File: src/rtl/fb_pixel_writer.sv
// Pixel-stream consumer: clips incoming pixels, converts them to linear framebuffer
// addresses and writes them; also owns the clear-screen fill sequencer.
module fb_pixel_writer #(
    parameter int unsigned XY_BITW   = 16,
    parameter int unsigned FB_WIDTH  = 320,
    parameter int unsigned FB_HEIGHT = 240,
    parameter int unsigned ADDR_BITW = 17,
    parameter int unsigned COLR_BITW = 4
) (
    input  logic                 clk,
    input  logic                 rst,
    input  logic                 px_valid,
    input  logic [XY_BITW-1:0]   px_x,
    input  logic [XY_BITW-1:0]   px_y,
    input  logic [COLR_BITW-1:0] px_colr,
    output logic                 px_ready,
    input  logic                 clear,
    input  logic [COLR_BITW-1:0] clear_colr,
    output logic                 fb_we,
    output logic [ADDR_BITW-1:0] fb_addr,
    output logic [COLR_BITW-1:0] fb_data,
    output logic                 busy,
    output logic                 clear_done,
    output logic [15:0]          clip_count
);

    localparam int unsigned PIX_N  = FB_WIDTH * FB_HEIGHT;
    // One extra bit so the fill counter can reach PIX_N even when PIX_N == 2**ADDR_BITW
    localparam int unsigned CNT_W  = ADDR_BITW + 1;
    localparam int unsigned WIDE_W = XY_BITW + 32;

    localparam logic [1:0] ST_IDLE  = 2'd0;
    localparam logic [1:0] ST_DRAIN = 2'd1;
    localparam logic [1:0] ST_CLEAR = 2'd2;

    logic [1:0]           state;
    logic [1:0]           state_nxt;

    logic                 s1_valid;
    logic                 s1_inb;
    logic [XY_BITW-1:0]   s1_x;
    logic [XY_BITW-1:0]   s1_y;
    logic [COLR_BITW-1:0] s1_colr;

    logic [CNT_W-1:0]     clr_cnt;
    logic [CNT_W-1:0]     clr_cnt_nxt;
    logic [COLR_BITW-1:0] clr_colr_q;
    logic [COLR_BITW-1:0] clr_colr_nxt;

    logic                 we_nxt;
    logic [ADDR_BITW-1:0] addr_nxt;
    logic [COLR_BITW-1:0] data_nxt;
    logic                 done_nxt;

    logic                 px_acc_c;
    logic                 px_inb_c;

    assign px_acc_c = px_valid && px_ready;
    assign px_inb_c = (WIDE_W'(px_x) < WIDE_W'(FB_WIDTH)) && (WIDE_W'(px_y) < WIDE_W'(FB_HEIGHT));

    // State register
    always_ff @(posedge clk or posedge rst) begin
        if (rst) begin
            state <= ST_IDLE;
        end else begin
            state <= state_nxt;
        end
    end

    // Next state and next framebuffer port value; pixel and clear writes are exclusive
    always_comb begin
        state_nxt    = state;
        clr_cnt_nxt  = clr_cnt;
        clr_colr_nxt = clr_colr_q;
        we_nxt       = 1'b0;
        addr_nxt     = fb_addr;
        data_nxt     = fb_data;
        done_nxt     = 1'b0;

        if (s1_valid && s1_inb) begin
            we_nxt   = 1'b1;
            addr_nxt = ADDR_BITW'(WIDE_W'(s1_y) * WIDE_W'(FB_WIDTH) + WIDE_W'(s1_x));
            data_nxt = s1_colr;
        end

        case (state)
            ST_IDLE: begin
                if (clear) begin
                    clr_colr_nxt = clear_colr;
                    state_nxt    = ST_DRAIN;
                end
            end
            ST_DRAIN: begin
                if (!s1_valid) begin
                    state_nxt   = ST_CLEAR;
                    we_nxt      = 1'b1;
                    addr_nxt    = '0;
                    data_nxt    = clr_colr_q;
                    clr_cnt_nxt = CNT_W'(1);
                end
            end
            ST_CLEAR: begin
                if (clr_cnt == CNT_W'(PIX_N)) begin
                    state_nxt = ST_IDLE;
                    done_nxt  = 1'b1;
                end else begin
                    we_nxt      = 1'b1;
                    addr_nxt    = ADDR_BITW'(clr_cnt);
                    data_nxt    = clr_colr_q;
                    clr_cnt_nxt = clr_cnt + CNT_W'(1);
                end
            end
            default: begin
                state_nxt = ST_IDLE;
            end
        endcase
    end

    // Registered outputs and clear sequencer state
    always_ff @(posedge clk or posedge rst) begin
        if (rst) begin
            px_ready   <= 1'b1;
            busy       <= 1'b0;
            clear_done <= 1'b0;
            fb_we      <= 1'b0;
            fb_addr    <= '0;
            fb_data    <= '0;
            clr_cnt    <= '0;
            clr_colr_q <= '0;
        end else begin
            px_ready   <= (state_nxt == ST_IDLE);
            busy       <= (state_nxt != ST_IDLE);
            clear_done <= done_nxt;
            fb_we      <= we_nxt;
            fb_addr    <= addr_nxt;
            fb_data    <= data_nxt;
            clr_cnt    <= clr_cnt_nxt;
            clr_colr_q <= clr_colr_nxt;
        end
    end

    // Pipeline stage 1: capture accepted pixel and its clip decision
    always_ff @(posedge clk or posedge rst) begin
        if (rst) begin
            s1_valid <= 1'b0;
            s1_inb   <= 1'b0;
            s1_x     <= '0;
            s1_y     <= '0;
            s1_colr  <= '0;
        end else begin
            s1_valid <= px_acc_c;
            if (px_acc_c) begin
                s1_inb  <= px_inb_c;
                s1_x    <= px_x;
                s1_y    <= px_y;
                s1_colr <= px_colr;
            end
        end
    end

    // Saturating count of clipped pixels
    always_ff @(posedge clk or posedge rst) begin
        if (rst) begin
            clip_count <= '0;
        end else if (px_acc_c && !px_inb_c && (clip_count != 16'hFFFF)) begin
            clip_count <= clip_count + 16'd1;
        end
    end

endmodule

File: config.mk
export PLATFORM = sky130hd
export DESIGN_NAME = fb_pixel_writer
export DESIGN_NICKNAME = d
export VERILOG_FILES = /design/src/rtl/fb_pixel_writer.sv
export SDC_FILE = /design/constraint.sdc
export NUM_CORES = 1
export LEC_CHECK = 0
export BUFFER_PORTS_ARGS = -buffer_cell sky130_fd_sc_hd__buf_2
export CELL_PAD_IN_SITES_DETAIL_PLACEMENT = 0
export CELL_PAD_IN_SITES_GLOBAL_PLACEMENT = 2
export CORE_MARGIN = 2
export CORE_UTILIZATION = 34
export DETAILED_ROUTE_END_ITERATION = 10
export PLACE_DENSITY = 0.75
export RECOVER_POWER = 25
export SYNTH_ARGS = -nofsm -noshare
export SYNTH_HDL_FRONTEND = slang
export SYNTH_SLANG_ARGS = --single-unit
File: constraint.sdc
create_clock -name clk -period 4.08 [get_ports clk]
set_input_delay 1.224 -clock clk [delete_from_list [all_inputs] [get_ports clk]]
set_output_delay 1.224 -clock clk [all_outputs]
set_load 0.05 [all_outputs]
======== Yosys cells after proc, flatten, opt, wreduce, memory -nomap -nowiden ========
Index checks and enable logic that the tools add are counted.
storage, ports and cells
  register bits after elaboration ......... 103
  bits of input ports ..................... 44
operators by class
  add/subtract/negate cells ............... 3
  $mul .................................... 1
  $lt $le $gt $ge ......................... 2
  eq/ne operators ......................... 6
  multiplexer cells ....................... 21
  reductions and logical operators ........ 12
operators by type and width
  operator                                                                        number
  17-bit 2-to-1 mux                                                               3
  18-bit 2-to-1 mux                                                               2
  18-bit one-hot mux with 2 select lines                                          1
  17-bit one-hot mux with 2 select lines                                          1
  18-bit by 1-bit adder with 18-bit output (second input constant)                1
  18-bit by 17-bit equality test with 1-bit output (second input constant)        1
  17-bit by 16-bit adder with 17-bit output                                       1
  16-bit by 1-bit adder with 16-bit output (second input constant)                1
  16-bit by 8-bit less-than comparator with 1-bit output (second input constant)  1
  16-bit by 9-bit less-than comparator with 1-bit output (second input constant)  1
  16-bit by 3-bit multiplier with 11-bit output (second input constant)           1
  16-bit != test (second input constant)                                          1
  4-bit 2-to-1 mux                                                                3
  4-bit one-hot mux with 2 select lines                                           1
  2-bit 2-to-1 mux                                                                3
  2-bit one-hot mux with 3 select lines                                           1
  1-bit logical AND                                                               5
  1-bit 2-to-1 mux                                                                5
  2-bit zero test                                                                 2
  2-bit != test (second input constant)                                           2
  2-bit nonzero test                                                              2
  3-bit AND reduction                                                             1
  2-bit by 1-bit equality test with 1-bit output (second input constant)          1
  2-bit equality test (second input constant)                                     1
  other kinds (3)                                                                 3

======== Longest topological paths before layout ========
Gate-level depths: netlist (run 1).
  word-level depth ........................ 5
  mapped depth ............................ 15
  mapped depth without buffers ............ 15

======== Worst setup path before layout (run 1) ========
Ideal clock, no wire load.
  path type ............................... register to register
  start point ............................. register s1_y[1]
  end point ............................... register fb_addr[16]
  library setup time ...................... 0.136 ns
  arrival time ............................ 3.103 ns
  required time ........................... 3.944 ns
  path slack .............................. 0.841 ns
  stages on the path, launching flop included .. 15
  path buffers ............................ 0
  cells stage by stage .................... dfrtp_1 ha_1 ha_1 fa_1 a21o_1 a21oi_1 o21bai_1 a21oi_1 xnor2_1 ha_1 and3_1 a31oi_1 xnor2_1 mux2i_1 a32oi_1
on the way
  word-level cells in the longest chain between the ends .. 5
  elaborated cells on any way between the ends .. 6
ends and longest elaborated chain
  element                                            RTL line  RTL
  start, declared                                    42        logic [XY_BITW-1:0] s1_y;
  start signal, assigned                             155       s1_y <= px_y;
  16-bit by 3-bit multiplier with 11-bit output (*)  82        addr_nxt = ADDR_BITW'(WIDE_W'(s1_y) * WIDE_W'(FB_WIDTH) + WIDE_W'(s1_x));
  17-bit by 16-bit adder with 17-bit output (*)      82
  17-bit 2-to-1 mux (*)                              80        if (s1_valid && s1_inb) begin
  17-bit 2-to-1 mux (on tied branches)               103, 94
  17-bit one-hot mux with 2 select lines (*)         86        case (state)
  named net addr_nxt[16]                             51        logic [ADDR_BITW-1:0] addr_nxt;
  end signal, assigned                               135       fb_addr <= addr_nxt;
  end, declared                                      20        output logic [ADDR_BITW-1:0] fb_addr,
The timed path passes the listed nets; every way through them passes the cells marked *.
A chain may end at the register's enable or synchronous reset.

======== Final worst setup path (run 1) ========
Same ends and word-level chain as after synthesis.

==> reports/summary.json, run 1 <==
{
  "global_routing": {
    "first_pass_grt_wire_length_um": 21400,
    "first_global_vias": 4029,
    "antenna_found_initial": 0,
    "global_route.usage.total_pct": 16.71,
    "overflow": 0,
    "pin_count_of_the_biggest_net_entering_global_routing": 53
  },
  "critical_path": {
    "r2r_end": "fb_addr[16]",
    "max_stage_delay_ns": 0.43,
    "cp_num_buf_inv": 0,
    "critical_path.max_fanout": 6,
    "reg2reg_path_depth": 14,
    "critical_path.top_delay_family": "adder cells",
    "cp.required_ns": 4.30,
    "critical_path.startpoint_type": "register",
    "element_type_at_the_critical_path_end": "register",
    "criticalPathCategory": "register to register",
    "worst-endpoint-arrival_ns": 3.77,
    "crit_path_cell_trace": "ha_1, ha_1, fa_1, a21o_1, a21oi_1, o21bai_1, a21oi_1, xnor2_1, ha_1, and3_1, a31oi_1, xnor2_1, mux2i_1, a32oi_1",
    "critPathMostFrequentCell": "ha_1",
    "reg_to_reg_start": "s1_y[1]",
    "reg2reg_slack_ns": 0.53,
    "worst_path_max_delay_cell": "dfrtp_1"
  },
  "timing": {
    "final.setup.tns_ns": 0,
    "timing.final.crit_period_ns": 3.546,
    "final.setup_skew_ns": 0.01142,
    "final-max-slew-violation-count": 52,
    "worstMarginPinSlew_ns": 2.051,
    "final_hold_viol_count": 0,
    "report.final.setup_viol": 0,
    "postLayoutSetupSlackWorst_ns": 0.5340,
    "final_min_period_over_clock_period_pct": 86.91,
    "max_freq_ghz": 0.2820,
    "relSlewSlack_pct": -36.88,
    "rsz0062_at_grt": "no"
  },
  "status": {
    "failed_checks": "max-capacitance violations, max-slew violations",
    "status": "complete, but fails checks"
  },
  "clocking": {
    "cts-hold-fix-buffers": 0,
    "numCtsBuffers": 9,
    "cts-htree-levels": 3,
    "cts_repair_resize_count": 0,
    "max-clock-path-buffers": 2,
    "cts_post_setup_buffers_inserted": 0,
    "tritoncts_clock_tree": "yes",
    "cts_root_buffer": "clkbuf_16",
    "clock_insertion_delay_worst_skew_ns": 0.35,
    "cts_sinks": 98,
    "cts.reportedPaths.clkPinSlew_ns": 0.07
  },
  "synth": {
    "dominant_combinational_cell_family_by_area_after_synthesis": "simple AND/OR/NAND/NOR gates",
    "synth.avg_cell_area_um2": 10.73,
    "synthesis.yosys.warnings": 0,
    "synthFlopType": "dfrtp_1",
    "synth_xor_xnor_area_share_pct": 6.064,
    "share_of_synthesized_flip_flops_with_an_asynchronous_set_or_reset_pct": 100.0,
    "postSynthRegisterBits": 98,
    "postSynthCellCount": 498,
    "synth_simple_gate_area_share_pct": 14.26,
    "yosys.area_share.adder_pct": 8.710,
    "synth-compound-area-share_pct": 11.61,
    "post_synth_num_cell_types": 55,
    "synth.yosys.seq_area_share_pct": 45.91,
    "synth.cell_area_mm2": 0.005344,
    "synth_enable_flop_cells": 0,
    "synth.mux.area_fraction_pct": 10.77,
    "postSynthNetCount": 578
  },
  "routing": {
    "drt-initial-drc-count": 225,
    "routedWlPerCell_um": 16.54,
    "antenna_left": 0,
    "detailedRoute.firstPassIterationCount": 4,
    "vias_per_cell": 5.065,
    "routed_wirelength_um": 13230,
    "route.detailed.drc": 0,
    "detailroute.via_count": 4052
  },
  "power_and_ir_drop": {
    "seqPwrFrac_pct": 27.1,
    "vdd_drop_max_uv": 342.6,
    "power.density_mw_per_mm2": 841.9,
    "power.internal_mw": 2.954,
    "power.clock.fraction_pct": 16.7,
    "static-leakage-power_nw": 2.881,
    "netSwitchingPower_mw": 2.351,
    "sw_frac_of_total_pct": 44.31,
    "comb_power_share_pct": 56.2
  },
  "place": {
    "detailedPlace.worstSlack_ns": 0.5988,
    "routabilityCongestion": 0.7943,
    "place.detailed.hpwl_um": 9886,
    "placement.cell_area_mm2": 0.006002,
    "placed_instances": 784,
    "port_buffers": 84
  },
  "final_layout": {
    "layout.nets": 664,
    "stdcell_count": 800,
    "area.sequential_mm2": 0.002454,
    "multiInputGateArea_mm2": 0.002748,
    "layout-drive-gt1-share_pct": 25.13,
    "layout.core_utilization_pct": 41.30,
    "area_delta_synth_final_pct": 17.91,
    "num-fill-cells": 1485,
    "antennaDiodeCount": 0,
    "layout.cell_area.non_filler_mm2": 0.006301
  },
  "die": {
    "initial_core_util_pct": 35.02,
    "fp.dieArea_mm2": 0.01674,
    "core_mm2": 0.01526,
    "placementRows": 45,
    "number_of_i_o_pins": 85,
    "die_w_um": 129.4,
    "dieHeight_um": 129.4
  },
  "min_path": {
    "worstHoldPathCells": 1,
    "worstHoldPathType": "register to register",
    "hp-start": "clr_colr_q[1]",
    "min_to": "fb_data[1]"
  },
  "flow_run": {
    "cap_violations": 1
  }
}
==> placed cells by master, fill, tap and decap left out, types with 3 or more instances in the layout <==
cell / synthesis / final
o2bb2ai_1: 8 / 8
mux2i_1: 17 / 17
and4_1: 3 / 3
nor4_1: 5 / 5
buf_4: 0 / 3
a21oi_1: 19 / 19
a21o_1: 4 / 4
ha_1: 34 / 34
nand2_1: 35 / 35
a211oi_1: 7 / 7
a22oi_1: 4 / 4
nor2b_1: 4 / 4
inv_6: 0 / 5
nor2_1: 36 / 36
inv_1: 17 / 17
nand4_1: 9 / 9
xnor2_1: 25 / 25
mux2_2: 36 / 36
nand2b_1: 6 / 6
and3_1: 5 / 5
o21bai_1: 4 / 4
nor3_1: 10 / 10
nand3b_1: 3 / 3
xor2_1: 12 / 12
and2_1: 4 / 4
buf_2: 4 / 83
clkbuf_16: 0 / 9
dfrtp_1: 97 / 97
o21ai_0: 28 / 28
nand3_1: 16 / 16
or3_1: 4 / 4
==> power groups by stage <==
stage / registers [mW] / logic [mW] / clock network (mW)
after global routing: 1.48 / 3.34 / 0.952
after floorplan: 1.58 / 2.13 / 0
final: 1.44 / 2.98 / 0.887
after global placement: 1.45 / 2.95 / 0
after detailed placement: 1.46 / 2.99 / 0
after CTS: 1.44 / 3.01 / 0.915
==> metal layers <==
layer / wire length [µm] / up-vias / GRT usage, %
li1: - / 1965 / -
met1: 6393 / 1994 / 22.94
met2: 6074 / 78 / 26.13
met3: 549 / 15 / 4.170
met4: 212 / 0 / 5.115
met5: 0 / - / 0
==> how the worst max path moves through the flow <==
stage,start,endpoint,slack [ns],cells after the start
after detailed placement,s1_y[1],fb_addr[16],0.60,14
after global routing,s1_y[1],fb_addr[16],0.32,14
final,s1_y[1],fb_addr[16],0.53,14
after floorplan,rst,busy,0.30,1
after global placement,s1_y[1],fb_addr[16],0.64,14
after CTS,s1_y[1],fb_addr[16],0.57,14
==> sequential cells by signal, indices dropped and copies added, names as in the netlist, 4 cells and up <==
name / flops
s1_colr: 4
s1_y: 11
fb_data: 4
fb_addr: 17
clr_cnt: 18
clip_count: 16
clr_colr_q: 4
s1_x: 16
==> Yosys cell counts, drive strengths merged, types with 4 or more instances <==
| master | count | area, µm² |
|---|---|---|
| a211oi | 7 | 52.55 |
| a21o | 4 | 30.03 |
| a21oi | 20 | 103.9 |
| a22oi | 4 | 30.03 |
| and2 | 5 | 32.53 |
| and3 | 6 | 38.79 |
| and4 | 4 | 37.54 |
| buf | 6 | 42.54 |
| clkbuf | 7 | 27.52 |
| dfrtp | 97 | 2427 |
| ha | 34 | 425.4 |
| inv | 17 | 63.81 |
| mux2 | 36 | 405.4 |
| mux2i | 17 | 170.2 |
| nand2 | 35 | 131.4 |
| nand2b | 6 | 37.54 |
| nand3 | 16 | 80.08 |
| nand4 | 9 | 56.30 |
| nor2 | 36 | 135.1 |
| nor2b | 4 | 25.02 |
| nor3 | 10 | 50.05 |
| nor4 | 5 | 31.28 |
| o21ai | 29 | 145.1 |
| o21bai | 4 | 30.03 |
| o2bb2ai | 8 | 70.07 |
| or3 | 4 | 25.02 |
| xnor2 | 25 | 219.0 |
| xor2 | 12 | 105.1 |
==> layout make-up <==
cell class	instances	area share [%]
Sequential cell	98	38.94
Clock inverter	7	1.291
Clock buffer	9	3.574
Inverter	17	1.013
Multi-Input combinational cell	369	43.61
Tap cell	211	4.190
Timing Repair Buffer	89	7.387
==> per-stage QoR <==
step / hold slack, ns / power (mW)
4_1_cts: 0.4831 / 5.365
3_5_place_dp: 0.4761 / 4.450
5_1_grt: 0.5020 / 5.769
3_3_place_gp: 0.4617 / 4.397
2_1_floorplan: 0.4507 / 3.704
6_report: 0.4832 / 5.305
==> cells by family after synthesis <==
family                   Yosys count
adder cells (fa/ha/maj)           36
flip-flops                        98
AO/OA/AOI/OAI                     95
buffers and inverters             31
AND/OR/NAND/NOR                  148
XOR/XNOR                          37
multiplexers                      53
No activity file was read; power rests on OpenSTA's default activity.
==> run 2, diff against run 1 <==
--- a/config.mk
+++ b/config.mk
@@ -6,12 +6,10 @@
 export NUM_CORES = 1
 export LEC_CHECK = 0
 export BUFFER_PORTS_ARGS = -buffer_cell sky130_fd_sc_hd__buf_2
-export CELL_PAD_IN_SITES_DETAIL_PLACEMENT = 0
-export CELL_PAD_IN_SITES_GLOBAL_PLACEMENT = 2
 export CORE_MARGIN = 2
 export CORE_UTILIZATION = 34
 export DETAILED_ROUTE_END_ITERATION = 10
-export PLACE_DENSITY = 0.75
+export PLACE_DENSITY = 0.53
 export RECOVER_POWER = 25
 export SYNTH_ARGS = -nofsm -noshare
 export SYNTH_HDL_FRONTEND = slang
==> reports/summary.json, run 2 (synthesis results as in run 1) <==
{
  "timing": {
    "max_freq": {"value": 0.2822, "unit": "GHz", "change": "was 0.2820 GHz"},
    "final.setup_skew": {"value": 0.008021, "unit": "ns", "change": "was 0.01142 ns"},
    "rsz0062_at_grt": {"value": "no", "change": "unchanged"},
    "final.setup.tns": {"value": 0, "unit": "ns", "change": "unchanged"},
    "relSlewSlack": {"value": -50.80, "unit": "%", "change": "was -36.88%"},
    "worstMarginPinSlew": {"value": 2.259, "unit": "ns", "change": "was 2.051 ns"},
    "final_hold_viol_count": {"value": 0, "change": "unchanged"},
    "report.final.setup_viol": {"value": 0, "change": "unchanged"},
    "final_min_period_over_clock_period": {"value": 86.86, "unit": "%", "change": "was 86.91%"},
    "final-max-slew-violation-count": {"value": 60, "change": "was 52"},
    "timing.final.crit_period": {"value": 3.544, "unit": "ns", "change": "was 3.546 ns"}
  },
  "critical_path": {
    "critPathMostFrequentCell": {"value": "ha_1", "change": "unchanged"},
    "criticalPathCategory": {"value": "register to register", "change": "unchanged"},
    "critical_path.startpoint_type": {"value": "register", "change": "unchanged"},
    "crit_path_cell_trace": {"value": "ha_1, ha_1, fa_1, a21o_1, a21oi_1, o21bai_1, a21oi_1, xnor2_1, ha_1, and3_1, a31oi_1, xnor2_1, mux2i_1, a32oi_1", "change": "unchanged"},
    "element_type_at_the_critical_path_end": {"value": "register", "change": "unchanged"},
    "critical_path.max_fanout": {"value": 6, "change": "unchanged"},
    "max_stage_delay": {"value": 0.44, "unit": "ns", "change": "was 0.43 ns"},
    "cp.required": {"value": 4.29, "unit": "ns", "change": "was 4.30 ns"},
    "worst-endpoint-arrival": {"value": 3.76, "unit": "ns", "change": "was 3.77 ns"},
    "worst_path_max_delay_cell": {"value": "dfrtp_1", "change": "unchanged"}
  },
  "routing": {
    "route.top_layer_used": {"value": "met4", "change": "unchanged"},
    "drt-initial-drc-count": {"value": 240, "change": "was 225"},
    "routed_wirelength": {"value": 13000, "unit": "µm", "change": "was 13230 µm"},
    "antenna_left": {"value": 0, "change": "unchanged"},
    "wl_met1": {"value": 5935, "unit": "µm", "change": "was 6393 µm"},
    "routedWlPerCell": {"value": 16.23, "unit": "µm", "change": "was 16.54 µm"},
    "detailroute.via_count": {"value": 4087, "change": "was 4052"},
    "detailedRoute.firstPassIterationCount": {"value": 4, "change": "unchanged"},
    "met3RoutedLength": {"value": 577, "unit": "µm", "change": "was 549 µm"},
    "vias_per_cell": {"value": 5.102, "change": "was 5.065"},
    "route.detailed.drc": {"value": 0, "change": "unchanged"},
    "wl_met2": {"value": 6204, "unit": "µm", "change": "was 6074 µm"}
  },
  "die": {
    "number_of_i_o_pins": {"value": 85, "change": "unchanged"},
    "dieHeight": {"value": 129.4, "unit": "µm", "change": "unchanged"},
    "core": {"value": 0.01526, "unit": "mm²", "change": "unchanged"},
    "placementRows": {"value": 45, "change": "unchanged"},
    "die_w": {"value": 129.4, "unit": "µm", "change": "unchanged"},
    "fp.dieArea": {"value": 0.01674, "unit": "mm²", "change": "unchanged"},
    "initial_core_util": {"value": 35.02, "unit": "%", "change": "unchanged"}
  },
  "global_routing": {
    "first_pass_grt_wire_length": {"value": 21380, "unit": "µm", "change": "was 21400 µm"},
    "global_route.usage.total": {"value": 16.53, "unit": "%", "change": "was 16.71%"},
    "first_global_vias": {"value": 4108, "change": "was 4029"},
    "antenna_found_initial": {"value": 0, "change": "unchanged"},
    "overflow": {"value": 0, "change": "unchanged"},
    "pin_count_of_the_biggest_net_entering_global_routing": {"value": 60, "change": "was 53"}
  },
  "power_and_ir_drop": {
    "comb_power_share": {"value": 56.0, "unit": "%", "change": "was 56.2%"},
    "design_power_total": {"value": 5.350, "unit": "mW", "change": "was 5.305 mW"},
    "power.clock.fraction": {"value": 17.1, "unit": "%", "change": "was 16.7%"},
    "vdd_drop_max": {"value": 395.5, "unit": "µV", "change": "was 342.6 µV"},
    "sw_frac_of_total": {"value": 43.77, "unit": "%", "change": "was 44.31%"},
    "static-leakage-power": {"value": 2.882, "unit": "nW", "change": "was 2.881 nW"},
    "seqPwrFrac": {"value": 26.9, "unit": "%", "change": "was 27.1%"},
    "netSwitchingPower": {"value": 2.342, "unit": "mW", "change": "was 2.351 mW"},
    "power.internal": {"value": 3.008, "unit": "mW", "change": "was 2.954 mW"},
    "power.density": {"value": 848.4, "unit": "mW/mm²", "change": "was 841.9 mW/mm²"}
  },
  "status": {
    "failed_checks": {"value": "max-capacitance violations, max-slew violations", "change": "unchanged"},
    "status": {"value": "complete, but fails checks", "change": "unchanged"}
  },
  "place": {
    "port_buffers": {"value": 84, "change": "unchanged"},
    "place.detailed.hpwl": {"value": 9851, "unit": "µm", "change": "was 9886 µm"},
    "routabilityCongestion": {"value": 0.8031, "change": "was 0.7943"}
  },
  "clocking": {
    "max-clock-path-buffers": {"value": 2, "change": "unchanged"},
    "numCtsBuffers": {"value": 9, "change": "unchanged"},
    "cts-htree-levels": {"value": 3, "change": "unchanged"},
    "tritoncts_clock_tree": {"value": "yes", "change": "unchanged"},
    "cts_root_buffer": {"value": "clkbuf_16", "change": "unchanged"},
    "cts-hold-fix-buffers": {"value": 0, "change": "unchanged"},
    "cts_post_setup_buffers_inserted": {"value": 0, "change": "unchanged"},
    "cts_repair_resize_count": {"value": 0, "change": "unchanged"},
    "cts.reportedPaths.clkPinSlew": {"value": 0.07, "unit": "ns", "change": "about the same"},
    "clock_insertion_delay_worst_skew": {"value": 0.35, "unit": "ns", "change": "about the same"},
    "cts_sinks": {"value": 98, "change": "unchanged"}
  },
  "final_layout": {
    "layout.nets": {"value": 665, "change": "was 664"},
    "top_regs": {"value": "clr_cnt: 18 flops, fb_addr: 17 flops", "change": "unchanged"},
    "antennaDiodeCount": {"value": 0, "change": "unchanged"},
    "area_delta_synth_final": {"value": 18.01, "unit": "%", "change": "was 17.91%"},
    "layout-drive-gt1-share": {"value": 25.08, "unit": "%", "change": "was 25.13%"},
    "final_cell_mix": {"value": "dfrtp_1 (97), buf_2 (83), nor2_1 (36), mux2_2 (36), nand2_1 (35)", "change": "unchanged"},
    "num-fill-cells": {"value": 1490, "change": "was 1485"},
    "largest_reg_flops": {"value": 18, "change": "unchanged"},
    "regMostFlops": {"value": "clr_cnt", "change": "unchanged"},
    "layout_commonest_cell": {"value": "dfrtp_1", "change": "unchanged"},
    "multiInputGateArea": {"value": 0.002748, "unit": "mm²", "change": "unchanged"},
    "area.sequential": {"value": 0.002454, "unit": "mm²", "change": "unchanged"}
  },
  "flow_run": {
    "cap_violations": {"value": 1, "change": "unchanged"}
  },
  "min_path": {
    "worstHoldPathType": {"value": "register to register", "change": "unchanged"}
  }
}
## run 2: area by class of cell
class | instances | area share (%)
clock buffer | 11 | 3.690
inverter | 17 | 1.012
clock inverter | 5 | 1.270
multi-input combinational | 369 | 43.57
tap | 211 | 4.187
timing repair buffer | 90 | 7.361
sequential | 98 | 38.91
## run 2: power groups by stage
| stage | combinational, mW | sequential (mW) | clock [mW] |
|---|---|---|---|
| after floorplan | 2.13 | 1.58 | 0 |
| after global placement | 2.93 | 1.45 | 0 |
| after detailed placement | 2.99 | 1.46 | 0 |
| after CTS | 3.01 | 1.45 | 0.942 |
| after global routing | 3.36 | 1.48 | 0.980 |
| final | 3.00 | 1.44 | 0.913 |
## run 2: layer usage
metal / vias to the layer above / global-route usage, %
li1: 1977 / -
met1: 2005 / 22.42
met2: 89 / 25.98
met3: 16 / 3.055
met4: 0 / 7.097
met5: - / 0
## run 2: worst paths after layout
check	slack, ns	cells past startpoint	startpoint	end
max	0.54	14	s1_y[1]	fb_addr[16]
min	0.48	1	clr_colr_q[1]	fb_data[1]
max reg2reg	0.54	14	s1_y[1]	fb_addr[16]
min reg2reg	0.48	1	clr_colr_q[1]	fb_data[1]
max in group asynchronous	1.11	3	rst	px_ready
min in group asynchronous	1.62	2	rst	clip_count[13]
## run 2: worst max-delay path, delay by kind of cell (launching register included)
kind | cells | cell delay [ns]
fa+ha+maj | 4 | 1.25
compound gates | 6 | 0.99
flops | 1 | 0.44
xor+xnor | 2 | 0.30
mux | 1 | 0.22
simple gates | 1 | 0.21
## run 2: stage by stage
stage,hold slack (ns),worst slack (ns),instances,utilization (%),cell area (µm²)
floorplan,0.4507,0.2956,498,-,5344
global placement,0.4631,0.6423,785,39.30,5997
detailed placement,0.4660,0.5988,785,39.30,5997
CTS,0.4817,0.5452,801,41.35,6310
global route,0.5110,0.3021,801,41.33,6306
finish,0.4800,0.5362,801,41.33,6306
==> run 3, diff against run 2 <==
--- a/config.mk
+++ b/config.mk
@@ -6,6 +6,7 @@
 export NUM_CORES = 1
 export LEC_CHECK = 0
 export BUFFER_PORTS_ARGS = -buffer_cell sky130_fd_sc_hd__buf_2
+export CORE_ASPECT_RATIO = 1.75
 export CORE_MARGIN = 2
 export CORE_UTILIZATION = 34
 export DETAILED_ROUTE_END_ITERATION = 10
==> reports/summary.json, run 3 (synthesis results as in run 1) <==
{
  "status": {
    "status": {"value": "complete, but fails checks", "change": "unchanged"},
    "failed_checks": {"value": "max-capacitance violations, max-slew violations", "change": "unchanged"}
  },
  "final_layout": {
    "layout.cell_area.non_filler": {"value": 0.006247, "unit": "mm²", "change": "was 0.006306 mm²"},
    "layout.core_utilization": {"value": 40.59, "unit": "%", "change": "was 41.33%"},
    "largest_reg_flops": {"value": 18, "change": "unchanged"},
    "antennaDiodeCount": {"value": 0, "change": "unchanged"},
    "final_cell_mix": {"value": "dfrtp_1 (97), buf_2 (83), nor2_1 (36), mux2_2 (36), nand2_1 (35)", "change": "unchanged"},
    "layout_commonest_cell": {"value": "dfrtp_1", "change": "unchanged"},
    "stdcell_count": {"value": 775, "change": "was 801"},
    "top_regs": {"value": "clr_cnt: 18 flops, fb_addr: 17 flops", "change": "unchanged"},
    "layout.nets": {"value": 664, "change": "was 665"},
    "regMostFlops": {"value": "clr_cnt", "change": "unchanged"},
    "layout-drive-gt1-share": {"value": 25.30, "unit": "%", "change": "was 25.08%"},
    "area_delta_synth_final": {"value": 16.90, "unit": "%", "change": "was 18.01%"}
  },
  "min_path": {
    "worstHoldPathCells": {"value": 1, "change": "unchanged"},
    "min_to": {"value": "clip_count[7]", "change": "was fb_data[1]"},
    "worstHoldPathType": {"value": "register to register", "change": "unchanged"},
    "hp-start": {"value": "clip_count[7]", "change": "was clr_colr_q[1]"}
  },
  "global_routing": {
    "global_route.usage.total": {"value": 17.05, "unit": "%", "change": "was 16.53%"},
    "first_global_vias": {"value": 4309, "change": "was 4108"},
    "first_pass_grt_wire_length": {"value": 22360, "unit": "µm", "change": "was 21380 µm"},
    "overflow": {"value": 0, "change": "unchanged"},
    "pin_count_of_the_biggest_net_entering_global_routing": {"value": 45, "change": "was 60"},
    "antenna_found_initial": {"value": 0, "change": "unchanged"}
  },
  "critical_path": {
    "criticalPathCategory": {"value": "register to register", "change": "unchanged"},
    "reg_to_reg_start": {"value": "s1_y[1]", "change": "unchanged"},
    "element_type_at_the_critical_path_end": {"value": "register", "change": "unchanged"},
    "cp.required": {"value": 4.30, "unit": "ns", "change": "was 4.29 ns"},
    "reg2reg_slack": {"value": 0.48, "unit": "ns", "change": "was 0.54 ns"},
    "r2r_end": {"value": "fb_addr[16]", "change": "unchanged"},
    "critical_path.max_fanout": {"value": 6, "change": "unchanged"},
    "critical_path.startpoint_type": {"value": "register", "change": "unchanged"},
    "reg2reg_path_depth": {"value": 14, "change": "unchanged"},
    "worst-endpoint-arrival": {"value": 3.81, "unit": "ns", "change": "was 3.76 ns"}
  },
  "die": {
    "fp.dieArea": {"value": 0.01678, "unit": "mm²", "change": "was 0.01674 mm²"},
    "core": {"value": 0.01539, "unit": "mm²", "change": "was 0.01526 mm²"},
    "initial_core_util": {"value": 34.72, "unit": "%", "change": "was 35.02%"},
    "placementRows": {"value": 60, "change": "was 45"},
    "number_of_i_o_pins": {"value": 85, "change": "unchanged"},
    "dieHeight": {"value": 169.8, "unit": "µm", "change": "was 129.4 µm"},
    "die_w": {"value": 98.77, "unit": "µm", "change": "was 129.4 µm"}
  },
  "timing": {
    "final-max-slew-violation-count": {"value": 45, "change": "was 60"},
    "max_freq": {"value": 0.2779, "unit": "GHz", "change": "was 0.2822 GHz"},
    "final.setup.tns": {"value": 0, "unit": "ns", "change": "unchanged"},
    "report.final.setup_viol": {"value": 0, "change": "unchanged"},
    "postLayoutSetupSlackWorst": {"value": 0.4810, "unit": "ns", "change": "was 0.5362 ns"},
    "worstMarginPinSlew": {"value": 1.974, "unit": "ns", "change": "was 2.259 ns"},
    "rsz0062_at_grt": {"value": "no", "change": "unchanged"},
    "final.setup_skew": {"value": 0.008412, "unit": "ns", "change": "was 0.008021 ns"},
    "final_min_period_over_clock_period": {"value": 88.21, "unit": "%", "change": "was 86.86%"},
    "timing.final.crit_period": {"value": 3.599, "unit": "ns", "change": "was 3.544 ns"},
    "final_hold_viol_count": {"value": 0, "change": "unchanged"},
    "relSlewSlack": {"value": -32.31, "unit": "%", "change": "was -50.80%"}
  },
  "routing": {
    "routedWlPerCell": {"value": 18.21, "unit": "µm", "change": "was 16.23 µm"},
    "vias_per_cell": {"value": 5.284, "change": "was 5.102"},
    "detailedRoute.firstPassIterationCount": {"value": 4, "change": "unchanged"},
    "detailroute.via_count": {"value": 4095, "change": "was 4087"},
    "routed_wirelength": {"value": 14110, "unit": "µm", "change": "was 13000 µm"},
    "drt-initial-drc-count": {"value": 204, "change": "was 240"},
    "route.detailed.drc": {"value": 0, "change": "unchanged"},
    "antenna_left": {"value": 0, "change": "unchanged"}
  },
  "place": {
    "port_buffers": {"value": 84, "change": "unchanged"},
    "detailedPlace.worstSlack": {"value": 0.5339, "unit": "ns", "change": "was 0.5988 ns"},
    "place.detailed.hpwl": {"value": 11000, "unit": "µm", "change": "was 9851 µm"},
    "routabilityCongestion": {"value": 0.8660, "change": "was 0.8031"},
    "placed_instances": {"value": 759, "change": "was 785"},
    "placement.cell_area": {"value": 0.005958, "unit": "mm²", "change": "was 0.005997 mm²"}
  },
  "clocking": {
    "tritoncts_clock_tree": {"value": "yes", "change": "unchanged"},
    "cts.reportedPaths.clkPinSlew": {"value": 0.08, "unit": "ns", "change": "was 0.07 ns"},
    "clock_insertion_delay_worst_skew": {"value": 0.35, "unit": "ns", "change": "about the same"},
    "cts_root_buffer": {"value": "clkbuf_16", "change": "unchanged"},
    "cts_repair_resize_count": {"value": 0, "change": "unchanged"},
    "numCtsBuffers": {"value": 9, "change": "unchanged"},
    "cts-hold-fix-buffers": {"value": 0, "change": "unchanged"},
    "max-clock-path-buffers": {"value": 2, "change": "unchanged"},
    "cts-htree-levels": {"value": 3, "change": "unchanged"},
    "cts_post_setup_buffers_inserted": {"value": 0, "change": "unchanged"},
    "cts_sinks": {"value": 98, "change": "unchanged"}
  },
  "power_and_ir_drop": {
    "vdd_drop_max": {"value": 441.2, "unit": "µV", "change": "was 395.5 µV"},
    "power.density": {"value": 855.0, "unit": "mW/mm²", "change": "was 848.4 mW/mm²"},
    "static-leakage-power": {"value": 2.867, "unit": "nW", "change": "was 2.882 nW"}
  },
  "flow_run": {
    "cap_violations": {"value": 1, "change": "unchanged"}
  }
}
run 3: changes by cell type in the layout (fill, tap and decap cells not counted), sizes merged:
| cell | previous run | this run |
|---|---|---|
| buf | 89 | 87 |
| bufinv | 2 | 0 |
| clkinv | 1 | 0 |
| inv | 17 | 21 |
run 3: how the worst max path moves through the flow:
stage               depth (start not counted)           to  startpoint
global placement                           14  fb_addr[16]     s1_y[1]
finish                                     14  fb_addr[16]     s1_y[1]
CTS                                        14  fb_addr[16]     s1_y[1]
floorplan                                   1         busy         rst
detailed placement                         14  fb_addr[16]     s1_y[1]
global route                               14  fb_addr[16]     s1_y[1]
run 3: final cells by class:
class	instances	area [µm²]
Clock buffer	10	239.0
Clock inverter	6	56.30
Fill cell	1547	9143
Inverter	17	65.06
Multi-Input combinational cell	369	2748
Sequential cell	98	2454
Tap cell	186	232.7
Timing Repair Buffer	89	452.9
run 3: routing by layer:
layer | vias to the layer above | track usage, % | part of all wire (%)
li1 | 1968 | - | -
met1 | 2048 | 18.04 | 37
met2 | 63 | 33.17 | 58
met3 | 16 | 2.341 | 2.7
met4 | 0 | 6.790 | 2.3
met5 | - | 0 | 0
run 3: power breakdown:
part / switching, mW / internal, mW / total [mW]
clock network: 0.413 / 0.446 / 0.859
registers: 0.216 / 1.22 / 1.44
logic: 1.80 / 1.24 / 3.04
run 3: critical path: stages (launching register included):
cell	delay, ns
dfrtp_1	0.43
ha_1	0.31
ha_1	0.23
fa_1	0.40
a21o_1	0.20
a21oi_1	0.24
o21bai_1	0.09
a21oi_1	0.18
xnor2_1	0.18
ha_1	0.33
and3_1	0.21
a31oi_1	0.20
xnor2_1	0.16
mux2i_1	0.22
a32oi_1	0.09
run 3: per-stage QoR:
step / hold WS [ns] / total power, mW
4_1_cts: 0.4925 / 5.406
3_5_place_dp: 0.4746 / 4.520
6_report: 0.4850 / 5.342
5_1_grt: 0.5124 / 5.779
2_1_floorplan: 0.4507 / 3.704
3_3_place_gp: 0.4616 / 4.442
